==> src/rtl/oflow_reg_sched_pkg.sv <==
// Shared types for the oflow registration score-board scheduler.
// State encoding and channel-index width helper.
package oflow_reg_sched_pkg;

    typedef enum logic [1:0] {
        ST_IDLE  = 2'd0,
        ST_RUN   = 2'd1,
        ST_DRAIN = 2'd2,
        ST_DONE  = 2'd3
    } state_e;

    function automatic int ch_w(input int n);
        return (n > 1) ? $clog2(n) : 1;
    endfunction

endpackage

==> src/rtl/oflow_reg_sched_popcount.sv <==
// Combinational popcount of simultaneous score-board completions.
module oflow_reg_sched_popcount #(
    parameter int N = 2,
    parameter int W = 5
) (
    input  logic [N-1:0] bits,
    output logic [W-1:0] count
);

    always_comb begin
        count = '0;
        for (int i = 0; i < N; i++) begin
            count = count + W'(bits[i]);
        end
    end

endmodule

==> src/rtl/oflow_registration_sb_scheduler.sv <==
// Round-robin dispatch of per-set start pulses to NUM_SB score-board
// engines, gated by score-calc tokens, with completion and timeout tracking.
module oflow_registration_sb_scheduler
    import oflow_reg_sched_pkg::*;
#(
    parameter int SET_LEN = 5,
    parameter int FRAME_W = 12,
    parameter int NUM_SB  = 2,
    parameter int TIMEOUT = 1023
) (
    input  logic               clk,
    input  logic               reset_N,
    input  logic [FRAME_W-1:0] frame_num,
    input  logic [SET_LEN-1:0] num_of_sets,
    input  logic               start_registration,
    input  logic               abort,
    input  logic               done_score_calc,
    input  logic [NUM_SB-1:0]  done_score_board,
    output logic [NUM_SB-1:0]  start_score_board,
    output logic [SET_LEN-1:0] sb_set_idx,
    output logic [SET_LEN-1:0] issued_sets,
    output logic [SET_LEN-1:0] completed_sets,
    output logic               busy,
    output logic               done_registration,
    output logic               timeout_err
);

    localparam int CW = ch_w(NUM_SB);
    localparam int TW = $clog2(TIMEOUT + 1);

    state_e             state;
    logic [SET_LEN-1:0] num;
    logic [SET_LEN-1:0] pending;
    logic               ff_mode;
    logic [NUM_SB-1:0]  ch_busy;
    logic [CW-1:0]      ch_ptr;
    logic [TW-1:0]      tmo;

    logic [NUM_SB-1:0]  qual;
    logic [NUM_SB-1:0]  sel;
    logic [NUM_SB-1:0]  busy_nxt;
    logic [SET_LEN-1:0] comp_cnt;
    logic [SET_LEN-1:0] issued_nxt;
    logic [SET_LEN-1:0] completed_nxt;
    logic [SET_LEN-1:0] pending_nxt;
    logic [CW-1:0]      ptr_nxt;
    logic               tok;
    logic               do_issue;
    logic               active;
    logic               activity;
    logic               tmo_hit;

    oflow_reg_sched_popcount #(
        .N (NUM_SB),
        .W (SET_LEN)
    ) u_popcount (
        .bits  (qual),
        .count (comp_cnt)
    );

    always_comb begin
        qual     = done_score_board & ch_busy;
        sel      = NUM_SB'(1) << ch_ptr;
        tok      = ff_mode || (pending != '0) || done_score_calc;
        // dispatch stalls on a busy engine instead of skipping it
        do_issue = (state == ST_RUN) && (issued_sets < num)
                 && !ch_busy[ch_ptr] && tok && !abort;
        active   = (state == ST_RUN) || (state == ST_DRAIN);
        activity = do_issue || (qual != '0);
        tmo_hit  = active && !activity
                 && (tmo == TW'(TIMEOUT - 1));

        issued_nxt    = issued_sets + SET_LEN'(do_issue);
        completed_nxt = completed_sets + comp_cnt;
        busy_nxt      = (ch_busy & ~qual) | (do_issue ? sel : '0);
        ptr_nxt       = (ch_ptr == CW'(NUM_SB - 1))
                      ? '0 : ch_ptr + CW'(1);

        pending_nxt = pending;
        if (!ff_mode) begin
            if (done_score_calc && !do_issue && (pending < num))
                pending_nxt = pending + SET_LEN'(1);
            else if (!done_score_calc && do_issue)
                pending_nxt = pending - SET_LEN'(1);
        end
    end

    always_ff @(posedge clk or negedge reset_N) begin
        if (!reset_N) begin
            state             <= ST_IDLE;
            num               <= '0;
            pending           <= '0;
            ff_mode           <= 1'b0;
            ch_busy           <= '0;
            ch_ptr            <= '0;
            tmo               <= '0;
            start_score_board <= '0;
            sb_set_idx        <= '0;
            issued_sets       <= '0;
            completed_sets    <= '0;
            busy              <= 1'b0;
            done_registration <= 1'b0;
            timeout_err       <= 1'b0;
        end else begin
            start_score_board <= '0;
            done_registration <= 1'b0;
            if (abort) begin
                state   <= ST_IDLE;
                busy    <= 1'b0;
                ch_busy <= '0;
                tmo     <= '0;
            end else begin
                unique case (state)
                    ST_IDLE: begin
                        if (start_registration) begin
                            if (num_of_sets == '0) begin
                                done_registration <= 1'b1;
                            end else begin
                                num            <= num_of_sets;
                                ff_mode        <= (frame_num == '0);
                                issued_sets    <= '0;
                                completed_sets <= '0;
                                pending        <= SET_LEN'(
                                    (frame_num != '0) && done_score_calc);
                                ch_busy        <= '0;
                                timeout_err    <= 1'b0;
                                tmo            <= '0;
                                busy           <= 1'b1;
                                state          <= ST_RUN;
                            end
                        end
                    end
                    ST_RUN, ST_DRAIN: begin
                        if (do_issue) begin
                            start_score_board <= sel;
                            sb_set_idx        <= issued_sets;
                            ch_ptr            <= ptr_nxt;
                        end
                        issued_sets    <= issued_nxt;
                        completed_sets <= completed_nxt;
                        pending        <= pending_nxt;
                        ch_busy        <= busy_nxt;
                        if (tmo_hit) begin
                            timeout_err <= 1'b1;
                            ch_busy     <= '0;
                            busy        <= 1'b0;
                            tmo         <= '0;
                            state       <= ST_IDLE;
                        end else begin
                            tmo <= activity ? '0 : tmo + TW'(1);
                            if (state == ST_RUN && issued_nxt == num) begin
                                state <= ST_DRAIN;
                            end else if (state == ST_DRAIN
                                         && completed_nxt == num) begin
                                state             <= ST_DONE;
                                busy              <= 1'b0;
                                done_registration <= 1'b1;
                            end
                        end
                    end
                    ST_DONE: begin
                        state <= ST_IDLE;
                    end
                endcase
            end
        end
    end

endmodule
==> config.mk <==
export PLATFORM = sky130hd
export DESIGN_NAME = oflow_registration_sb_scheduler
export DESIGN_NICKNAME = d
export VERILOG_FILES = /design/src/rtl/oflow_reg_sched_pkg.sv /design/src/rtl/oflow_reg_sched_popcount.sv /design/src/rtl/oflow_registration_sb_scheduler.sv
export SDC_FILE = /design/constraint.sdc
export NUM_CORES = 1
export LEC_CHECK = 0
export CORE_ASPECT_RATIO = 0.6
export CORE_MARGIN = 3
export CORE_UTILIZATION = 40
export CTS_CLUSTER_DIAMETER = 40
export CTS_CLUSTER_SIZE = 28
export DETAILED_ROUTE_END_ITERATION = 7
export PLACE_DENSITY_LB_ADDON = 0.15
export SLEW_MARGIN = 20
export SYNTH_ARGS = -nofsm -noshare
export SYNTH_HDL_FRONTEND = slang
export SYNTH_SLANG_ARGS = --single-unit
==> constraint.sdc <==
create_clock -name clk -period 9.2 [get_ports clk]
set_input_delay 1.84 -clock clk [delete_from_list [all_inputs] [get_ports clk]]
set_output_delay 1.84 -clock clk [all_outputs]
set_load 0.01 [all_outputs]
# --- Yosys cells after proc, flatten, opt, wreduce, memory -nomap -nowiden ---
# Cells that the tools add are included.
classes:
  n_eq_ne: 16
  bitwise: 6
  reduce_logical: 38
  addsub: 7
  shift: 1
  mux: 52
  n_lt_le_gt_ge: 3
op_table:
  columns: ["cell", "n"]
  rows:
  - ["$mux 10", 5]
  - ["$mux 5", 7]
  - ["$pmux 5 s2", 3]
  - ["$mux 2", 13]
  - ["$pmux 10 s2", 1]
  - ["$mux 1", 18]
  - ["$logic_and 1x1->1", 12]
  - ["$logic_not 12->1", 1]
  - ["$reduce_bool 12->1", 1]
  - ["$add 10x1->10 const B", 1]
  - ["$eq 10x10->1 const B", 1]
  - ["$eq 5x5->1", 2]
  - ["$lt 5x5->1", 2]
  - ["$reduce_and 5->1", 2]
  - ["$ne 3x3->1 const B", 3]
  - ["$reduce_and 3->1", 3]
  - ["$ne 2x2->1 const B", 4]
  - ["$ne 4x4->1 const B", 2]
  - ["$reduce_and 4->1", 2]
  - ["$pmux 1 s2", 3]
  - ["$pmux 2 s3", 1]
  - ["$reduce_and 6->1", 1]
  - ["$add 5x1->5", 1]
  - ["$add 5x1->5 const B", 1]
  - ["22 further kinds", 33]
word_totals:
  in_bits: 24
  word_cells: 137
  register_bits: 46
  out_inout_bits: 20

# --- Depth between registers and ports, before layout ---
# Gate-level depths: netlist of run 1.
logic_depth:
  word_depth: 13
  depth_mapped: 14
  depth_no_buf: 14

# --- Modules after synthesis ---
# A second synthesis of run 1 with hierarchy kept.
unflattened:
  cells_unflattened: 326
  area_unflattened_um2: 3069.2
modules_own_cells:
  columns: ["mod", "cells_per_inst", "seq_area_each_um2", "area_each_um2", "instances"]
  rows:
  - ["oflow_registration_sb_scheduler", 321, 1151.1, 3030.4, 1]
  - ["oflow_reg_sched_popcount", 5, 0.0, 38.8, 1]

# --- Worst setup path before layout of run 1 ---
# Ideal clock, no wire load.
synth_timing:
  kind: "in2reg"
  startpoint: "input abort"
  endpoint: "register pending[4]"
  t_required_ns: 9.063
  setup_slack_ns: 4.859
  path_buffers: 1
  setup_time_ns: 0.137
  t_arrival_ns: 4.205
  stages: 13
  cell_sequence: "clkbuf_1 -> nor2_1 -> nand3_1 -> a311o_4 -> o2111ai_2 -> inv_2 -> fa_1 -> inv_1 -> a21o_1 -> a21oi_1 -> or4_1 -> o2111ai_1 -> o311ai_1"
synth_via:
  elab_chain_cells: 8
  elab_cells_between_ends: 12
  classes_between: "1 x eq/ne; 3 x mux; 1 x bitwise; 7 x reduce/logical"
synth_lines:
  columns: ["element", "line", "source"]
  rows:
  - ["start: declaration", "oflow_registration_sb_scheduler.sv:16", "input logic abort,"]
  - ["$logic_not 1->1", "oflow_registration_sb_scheduler.sv:67", "&& !ch_busy[ch_ptr] && tok && !abort;"]
  - ["$logic_and 1x1->1", "oflow_registration_sb_scheduler.sv:67", null]
  - ["$logic_not 1->1", "oflow_registration_sb_scheduler.sv:81", "if (done_score_calc && !do_issue && (pending < num))"]
  - ["$logic_and 1x1->1 (2 in a row)", "oflow_registration_sb_scheduler.sv:81", null]
  - ["$mux 5", "oflow_registration_sb_scheduler.sv:81", null]
  - ["$mux 5", "oflow_registration_sb_scheduler.sv:80", "if (!ff_mode) begin"]
  - ["$pmux 5 s2", "oflow_registration_sb_scheduler.sv:113", "unique case (state)"]
  - ["end signal: assignment", "oflow_registration_sb_scheduler.sv:123", "pending <= SET_LEN'("]
  - ["end signal: assignment", "oflow_registration_sb_scheduler.sv:141", "pending <= pending_nxt;"]
  - ["end: declaration", "oflow_registration_sb_scheduler.sv:33", "logic [SET_LEN-1:0] pending;"]
# Parallel ways exist; a longest one is shown, timed or not. The select of a mux whose other input is x is not followed.
# A chain may end at the register's enable or synchronous reset.

# --- Worst setup path in the final report of run 1 ---
layout_timing:
  startpoint: "input abort"
  endpoint: "register state[1]"
layout_via:
  elab_chain_cells: 9
  elab_cells_between_ends: 17
  classes_between: "1 x add/sub; 4 x eq/ne; 4 x mux; 8 x reduce/logical"
layout_lines:
  columns: ["element", "line", "source"]
  rows:
  - ["$logic_not 1->1", "oflow_registration_sb_scheduler.sv:67", null]
  - ["$logic_and 1x1->1", "oflow_registration_sb_scheduler.sv:67", null]
  - ["$add 5x1->5 / $logic_or 1x1->1 (equally long branches)", "oflow_registration_sb_scheduler.sv:73, oflow_registration_sb_scheduler.sv:69", null]
  - ["$eq 5x5->1 / $logic_not 1->1 (equally long branches)", "oflow_registration_sb_scheduler.sv:151, oflow_registration_sb_scheduler.sv:70", null]
  - ["$logic_and 1x1->1, on equally long branches", "oflow_registration_sb_scheduler.sv:151, oflow_registration_sb_scheduler.sv:70", null]
  - ["$mux 2 / $logic_and 1x1->1 (equally long branches)", "oflow_registration_sb_scheduler.sv:151, oflow_registration_sb_scheduler.sv:71", null]
  - ["$mux 2", "oflow_registration_sb_scheduler.sv:143", "if (tmo_hit) begin"]
  - ["$pmux 2 s3", "oflow_registration_sb_scheduler.sv:113", null]
  - ["$mux 2", "oflow_registration_sb_scheduler.sv:107", "if (abort) begin"]
  - ["end signal: assignment", "oflow_registration_sb_scheduler.sv:108", "state <= ST_IDLE;"]
  - ["end signal: assignment", "oflow_registration_sb_scheduler.sv:152", "state <= ST_DRAIN;"]
  - ["end signal: assignment", "oflow_registration_sb_scheduler.sv:155", "state <= ST_DONE;"]
  - ["end: declaration", "oflow_registration_sb_scheduler.sv:31", "state_e state;"]
# Parallel ways exist; a longest one is shown, timed or not.

==> flow_metrics.tcl, run 1 <==
set metrics [dict create \
    r2r_cells 13 \
    ios 44 \
    grt.total_usage_pct 17.8 \
    cp-endpoint "state[1]$_DFFE_PN0P_" \
    hold_viol_final 0 \
    firstDrtPassIters 4 \
    critical_path_class "in2reg" \
    synth.distinct_cells 52 \
    worst-path-max-fanout 9 \
    drv_cap 0 \
    async_reset_ff_share_pct 100 \
    avgSynthCellArea_um2 9.60 \
    setup_tns_ns 0 \
    vias_per_cell 5.27 \
    place_ws_ns 4.10 \
    cts_sinks 46 \
    crit_path_start_kind "primary input" \
    worstPathArrival_ns 5.09 \
    drc 0 \
    syn2layout_area_growth_pct 22.2 \
    dp_hpwl_um 5510 \
    cts_setup_buffers 0 \
    ys.flop_type "dfrtp_1" \
    period_share_pct 52.8 \
    syn_area_um2 3070 \
    clk_pin_slew_ns 0.06 \
    detail-route-antenna-nets 0 \
    drv_slew 0 \
    ir_drop_mv 0.0770 \
    synth-seq-cells 46 \
    post_cts_resized 0 \
    clk_latency_ns 0.29 \
    core_um2 7360 \
    die_h_um 73.9 \
    start_util_pct 41.7 \
    crit_path_end_kind "register" \
    synth_top_area_cell "dfrtp_1" \
    cp-startpoint "abort" \
    synth_top_area_share_pct 37.5 \
    yosysSeqAreaShare_pct 37.5 \
    p_leak_uw 0.00165 \
    post_drt_wl_per_cell_um 15.7 \
    cts-htree-levels 2 \
    drive_above_1_share_pct 8.54 \
    die_w_um 119 \
    power_density_nw_per_um2 191 \
    synth_edf_count 0 \
    outcome "completed" \
    die_area_um2 8800 \
    rsz0062_at_grt "false" \
    syn-instance-count 320 \
    diodes 0 \
    rr_startpoint "num[1]$_DFFE_PN0P_" \
    required_ns 9.43 \
    grt_overflow 0 \
    hold_buffers 0 \
    tritoncts "done" \
    rows 24 \
    antenna_found_initial 0 \
    port_buffers 43 \
    fmax_ghz 0.206 \
    gp_congestion 0.885 \
    hold_class "reg2reg" \
    r2r_setup_slack_ns 5.52 \
    worst_slew_pin_slew_ns 0.889 \
    clockBufferDepth 2 \
    mappedNetlistNets 370 \
    dr.first_iter.drc_count 160 \
    grt_pass1_wl_um 12300 \
    fin_worst_skew_ns 0.00704 \
    setup_slack_ns 4.35 \
    root_buffer "clkbuf_16" \
    ys.warnings.count 0 \
    rr_endpoint "state[1]$_DFFE_PN0P_" \
    grt_max_degree 47 \
    layout_min_cycle_time_ns 4.85 \
    first_global_vias 2376 \
    cts_made_buffers 5 \
    ys_top_cells_by_area "dfrtp_1 37%, ha_1 9.8%, xnor2_1 4.8%" \
    vias 2462 \
    finalPower_uw 718 \
    relSlewSlack_pct 40.7 \
    totalWireLength_um 7310 \
    setup_viol 0 \
    nets 412 \
]
## Yosys cell counts, types with 2 or more instances
master,n
o21ai_1,3
o21ai_0,21
a31oi_1,4
o311a_1,2
nor4_1,5
mux2i_1,3
nor3_2,3
or3_1,8
mux2_2,9
nor2_1,26
nand4_1,4
o211ai_1,3
a21oi_1,6
a211oi_1,6
xor2_1,11
nand2_1,24
a21o_1,5
nor3_1,6
ha_1,24
nand2b_1,4
and2_1,2
o2111ai_1,5
nand3_1,11
a211o_1,2
a32oi_1,2
o21a_1,3
a22o_1,4
fa_1,2
inv_1,23
xnor2_1,17
buf_2,2
clkbuf_1,5
dfrtp_1,46
## layout make-up
| type | instances | area [µm²] |
|---|---|---|
| tap | 104 | 130 |
| fill | 712 | 3600 |
| inverter | 25 | 98.8 |
| multi-input combinational | 241 | 1780 |
| sequential | 46 | 1150 |
| clock buffer | 7 | 153 |
| timing repair buffer | 43 | 428 |
| clock inverter | 1 | 8.76 |
## power breakdown
part	switching, µW	total [µW]	internal, µW
clock	79.6	196	116
sequential	39.9	265	225
combinational	136	257	121
## worst max-delay path, stage by stage
cell and delay, ns:
clkdlybuf4s50_1 0.57, nor2_1 0.17, nand3_1 0.10, a311o_4 0.44
inv_6 0.13, ha_1 0.18, ha_1 0.25, xnor2_1 0.14
nand3_1 0.10, nor4_1 0.55, o21bai_1 0.26, mux2i_1 0.21
o21a_1 0.13
## metrics by stage
stage | area [µm²] | hold slack (ns) | cells | util [%]
after floorplan | 3070 | 0.492 | 320 | -
after global placement | 3590 | 0.488 | 459 | 48.8
after detailed placement | 3590 | 0.494 | 459 | 48.8
after CTS | 3750 | 0.508 | 467 | 51.0
after global routing | 3750 | 0.538 | 467 | 51.0
final | 3750 | 0.504 | 467 | 51.0
## worst min-delay path by stage
stage,end,cells after the start,start,slack [ns]
2_1_floorplan,start_score_board[0]$_DFF_PN0_,1,ch_ptr$_DFFE_PN0P_,0.49
3_3_place_gp,sb_set_idx[1]$_DFFE_PN0P_,1,sb_set_idx[1]$_DFFE_PN0P_,0.49
3_5_place_dp,sb_set_idx[1]$_DFFE_PN0P_,1,sb_set_idx[1]$_DFFE_PN0P_,0.49
4_1_cts,sb_set_idx[1]$_DFFE_PN0P_,1,sb_set_idx[1]$_DFFE_PN0P_,0.51
5_1_grt,sb_set_idx[3]$_DFFE_PN0P_,1,sb_set_idx[3]$_DFFE_PN0P_,0.54
6_report,sb_set_idx[0]$_DFFE_PN0P_,1,sb_set_idx[0]$_DFFE_PN0P_,0.50
## sequential cells by signal, indices dropped and copies added, names as in the netlist
| name | cells |
|---|---|
| num | 5 |
| busy | 1 |
| done_registration | 1 |
| ch_busy | 2 |
| tmo | 10 |
| start_score_board | 2 |
| state | 2 |
| timeout_err | 1 |
| completed_sets | 5 |
| ch_ptr | 1 |
| pending | 5 |
| issued_sets | 5 |
| sb_set_idx | 5 |
| ff_mode | 1 |
## logic make-up after synthesis
| group | count (synthesis) | share of synthesized area (%) |
|---|---|---|
| buf+inv | 33 | 4.52 |
| fa+ha+maj | 26 | 11.1 |
| xor+xnor | 28 | 7.99 |
| flops | 46 | 37.5 |
| simple gates | 100 | 17.2 |
| mux | 12 | 4.28 |
| compound gates | 75 | 17.4 |
## metal layers
| layer | track usage [%] | up-vias | part of all wire (%) |
|---|---|---|---|
| met5 | 0 | - | 0 |
| met4 | 4.11 | 0 | 0.63 |
| met3 | 4.38 | 4 | 6.5 |
| met2 | 25.1 | 69 | 39 |
| met1 | 27.0 | 1153 | 54 |
| li1 | - | 1236 | - |
## cells in the final DEF, fill, tap and decap left out, drive strengths merged, types with 8 or more instances in the layout
master          n
dfrtp          46
clkdlybuf4s50  42
nor2           27
nand2          25
inv            25
ha             24
o21ai          24
xnor2          17
nand3          11
xor2           11
mux2            9
nor3            9
or3             8
Power figures use the tool's default switching activity.
==> run 2: changes to the inputs <==
- clock period: 9.2 -> 4.8 ns (I/O delays scaled with it)
==> run 2 against run 1 <==
Effect of this change:
- cell area about the same
- wire length up 4.9%
- die area unchanged
- largest power group unchanged
==> flow_metrics.tcl, run 2 (synthesized netlist as in run 1, its figures left out) <==
set metrics [dict create \
    p_comb_share_pct 36.4 \
    p_leak_uw 0.00166 \
    fin_worst_skew_ns 0.00496 \
    worst-path-max-fanout 9 \
    power_density_nw_per_um2 372 \
    layout_min_cycle_time_ns 3.97 \
    syn2layout_area_growth_pct 22.4 \
    nets 413 \
    ir_drop_mv 0.200 \
    die_w_um 119 \
    root_buffer "clkbuf_16" \
    vias 2527 \
    switchingPower_uw 511 \
    cp-startpoint "abort" \
    max_stage_delay_ns 0.56 \
    dr.first_iter.drc_count 152 \
    worstHoldStart "sb_set_idx[3]$_DFFE_PN0P_" \
    setup_viol 0 \
    layout_commonest_cell "dfrtp_1" \
    grt_max_degree 47 \
    rsz0062_at_grt "false" \
    switching_share_pct 36.5 \
    grt_most_used_layer "met2" \
    core_um2 7360 \
    grt_overflow 0 \
    crit_chain "clkdlybuf4s50_1 > nor2_1 > nand3_1 > a311o_4 > inv_6 > ha_1 > ha_1 > xnor2_1 > nand3_1 > nor4_1 > o21bai_1 > mux2i_1 > o21a_1" \
    diodes 0 \
    outcome "completed" \
    p_int_uw 887 \
    cts_made_buffers 5 \
    seq_power_share_pct 36.4 \
    post_drt_wl_per_cell_um 16.4 \
    setup_tns_ns 0 \
    grtUsageMet2_pct 27.1 \
    regMostFlops "tmo" \
    finalPower_uw 1400 \
    grtUsageMet3_pct 4.00 \
    cts-htree-levels 2 \
    port_buffers 43 \
    mostFrequentLayoutCells "46 x dfrtp_1, 42 x clkdlybuf4s50_1, 26 x nor2_1, 24 x nand2_1, 24 x ha_1" \
    vias_per_cell 5.40 \
    clockBufferDepth 2 \
    holdWs_ns 0.502 \
    setup_slack_ns 0.831 \
    grt_pass1_wl_um 12400 \
    hold_class "reg2reg" \
    worst_slew_pin_slew_ns 0.933 \
    rr_startpoint "issued_sets[1]$_DFFE_PN0P_" \
    clk_latency_ns 0.29 \
    largest_reg_flops 10 \
    crit_path_start_kind "primary input" \
    period_share_pct 82.7 \
    required_ns 5.04 \
    detail-route-antenna-nets 0 \
    drive_above_1_share_pct 8.52 \
    grt.total_usage_pct 18.1 \
    fmax_ghz 0.252 \
    cts_setup_buffers 0 \
    relSlewSlack_pct 37.4 \
    post_cts_resized 0 \
    hold_buffers 0 \
    crit_slowest_cell "clkdlybuf4s50_1" \
    worstPathArrival_ns 4.21 \
    drc 0 \
    clk_pin_slew_ns 0.07 \
    die_area_um2 8800 \
    crit_path_end_kind "register" \
    drv_cap 0 \
    drv_slew 0 \
    ios 44 \
    hold_viol_final 0 \
    rows 24 \
    critical_path_class "in2reg" \
    gp_congestion 0.847 \
    antenna_found_initial 0 \
    dp_hpwl_um 5660 \
    start_util_pct 41.7 \
    first_global_vias 2403 \
    met1_usage_pct 26.4 \
    place_ws_ns 0.527 \
    cts_sinks 46 \
    tritoncts "done" \
    die_h_um 73.9 \
    firstDrtPassIters 4 \
    totalWireLength_um 7670 \
    clock_power_share_pct 27.2 \
]
run 2: cell types whose count changed in the layout (fill, tap and decap cells not counted), sizes merged:
cell  before  now
buf        1    2
run 2: critical path, delay by kind of cell:
| kind | cells | cell delay [ns] |
|---|---|---|
| muxes | 1 | 0.22 |
| and+or+nand+nor | 4 | 0.87 |
| buffers and inverters | 2 | 0.69 |
| adders and majority gates | 2 | 0.47 |
| AOI/OAI and AO/OA | 3 | 0.83 |
| xor gates and xnor gates | 1 | 0.16 |
run 2: power groups by stage:
stage          sequential (µW)  clock (µW)  combinational (µW)
2_1_floorplan              493           0                 371
3_3_place_gp               515           0                 486
3_5_place_dp               516           0                 493
4_1_cts                    508         388                 503
5_1_grt                    516         400                 562
6_report                   510         380                 508
run 2: metrics by stage:
step                      cell area, µm²  cells  util [%]
after floorplan                     3070    320         -
after detailed placement            3590    460      48.8
after global placement              3590    460      48.8
after CTS                           3750    468      51.0
after global routing                3760    468      51.1
final                               3760    468      51.1
run 2: cell type report:
cell class	instances	area, µm²
Fill cell	708	3600
Multi-Input combinational cell	241	1780
Sequential cell	46	1150
Timing Repair Buffer	44	435
Clock buffer	7	153
Tap cell	104	130
Inverter	25	98.8
Clock inverter	1	8.76
run 2: final timing paths:
check | to | slack (ns) | cells past startpoint
setup / recovery | state[1]$_DFFE_PN0P_ | 0.83 | 13
hold / removal | sb_set_idx[3]$_DFFE_PN0P_ | 0.50 | 1
setup reg to reg | state[1]$_DFFE_PN0P_ | 1.13 | 12
hold reg to reg | sb_set_idx[3]$_DFFE_PN0P_ | 0.50 | 1
max in group asynchronous | tmo[7]$_DFFE_PN0P_ | 3.71 | 1
min in group asynchronous | sb_set_idx[0]$_DFFE_PN0P_ | 0.69 | 1
run 2: routing by layer:
| metal | routed length (µm) | up-vias |
|---|---|---|
| li1 | - | 1236 |
| met1 | 3970 | 1201 |
| met2 | 3120 | 80 |
| met3 | 498 | 10 |
| met4 | 88 | 0 |
| met5 | 0 | - |
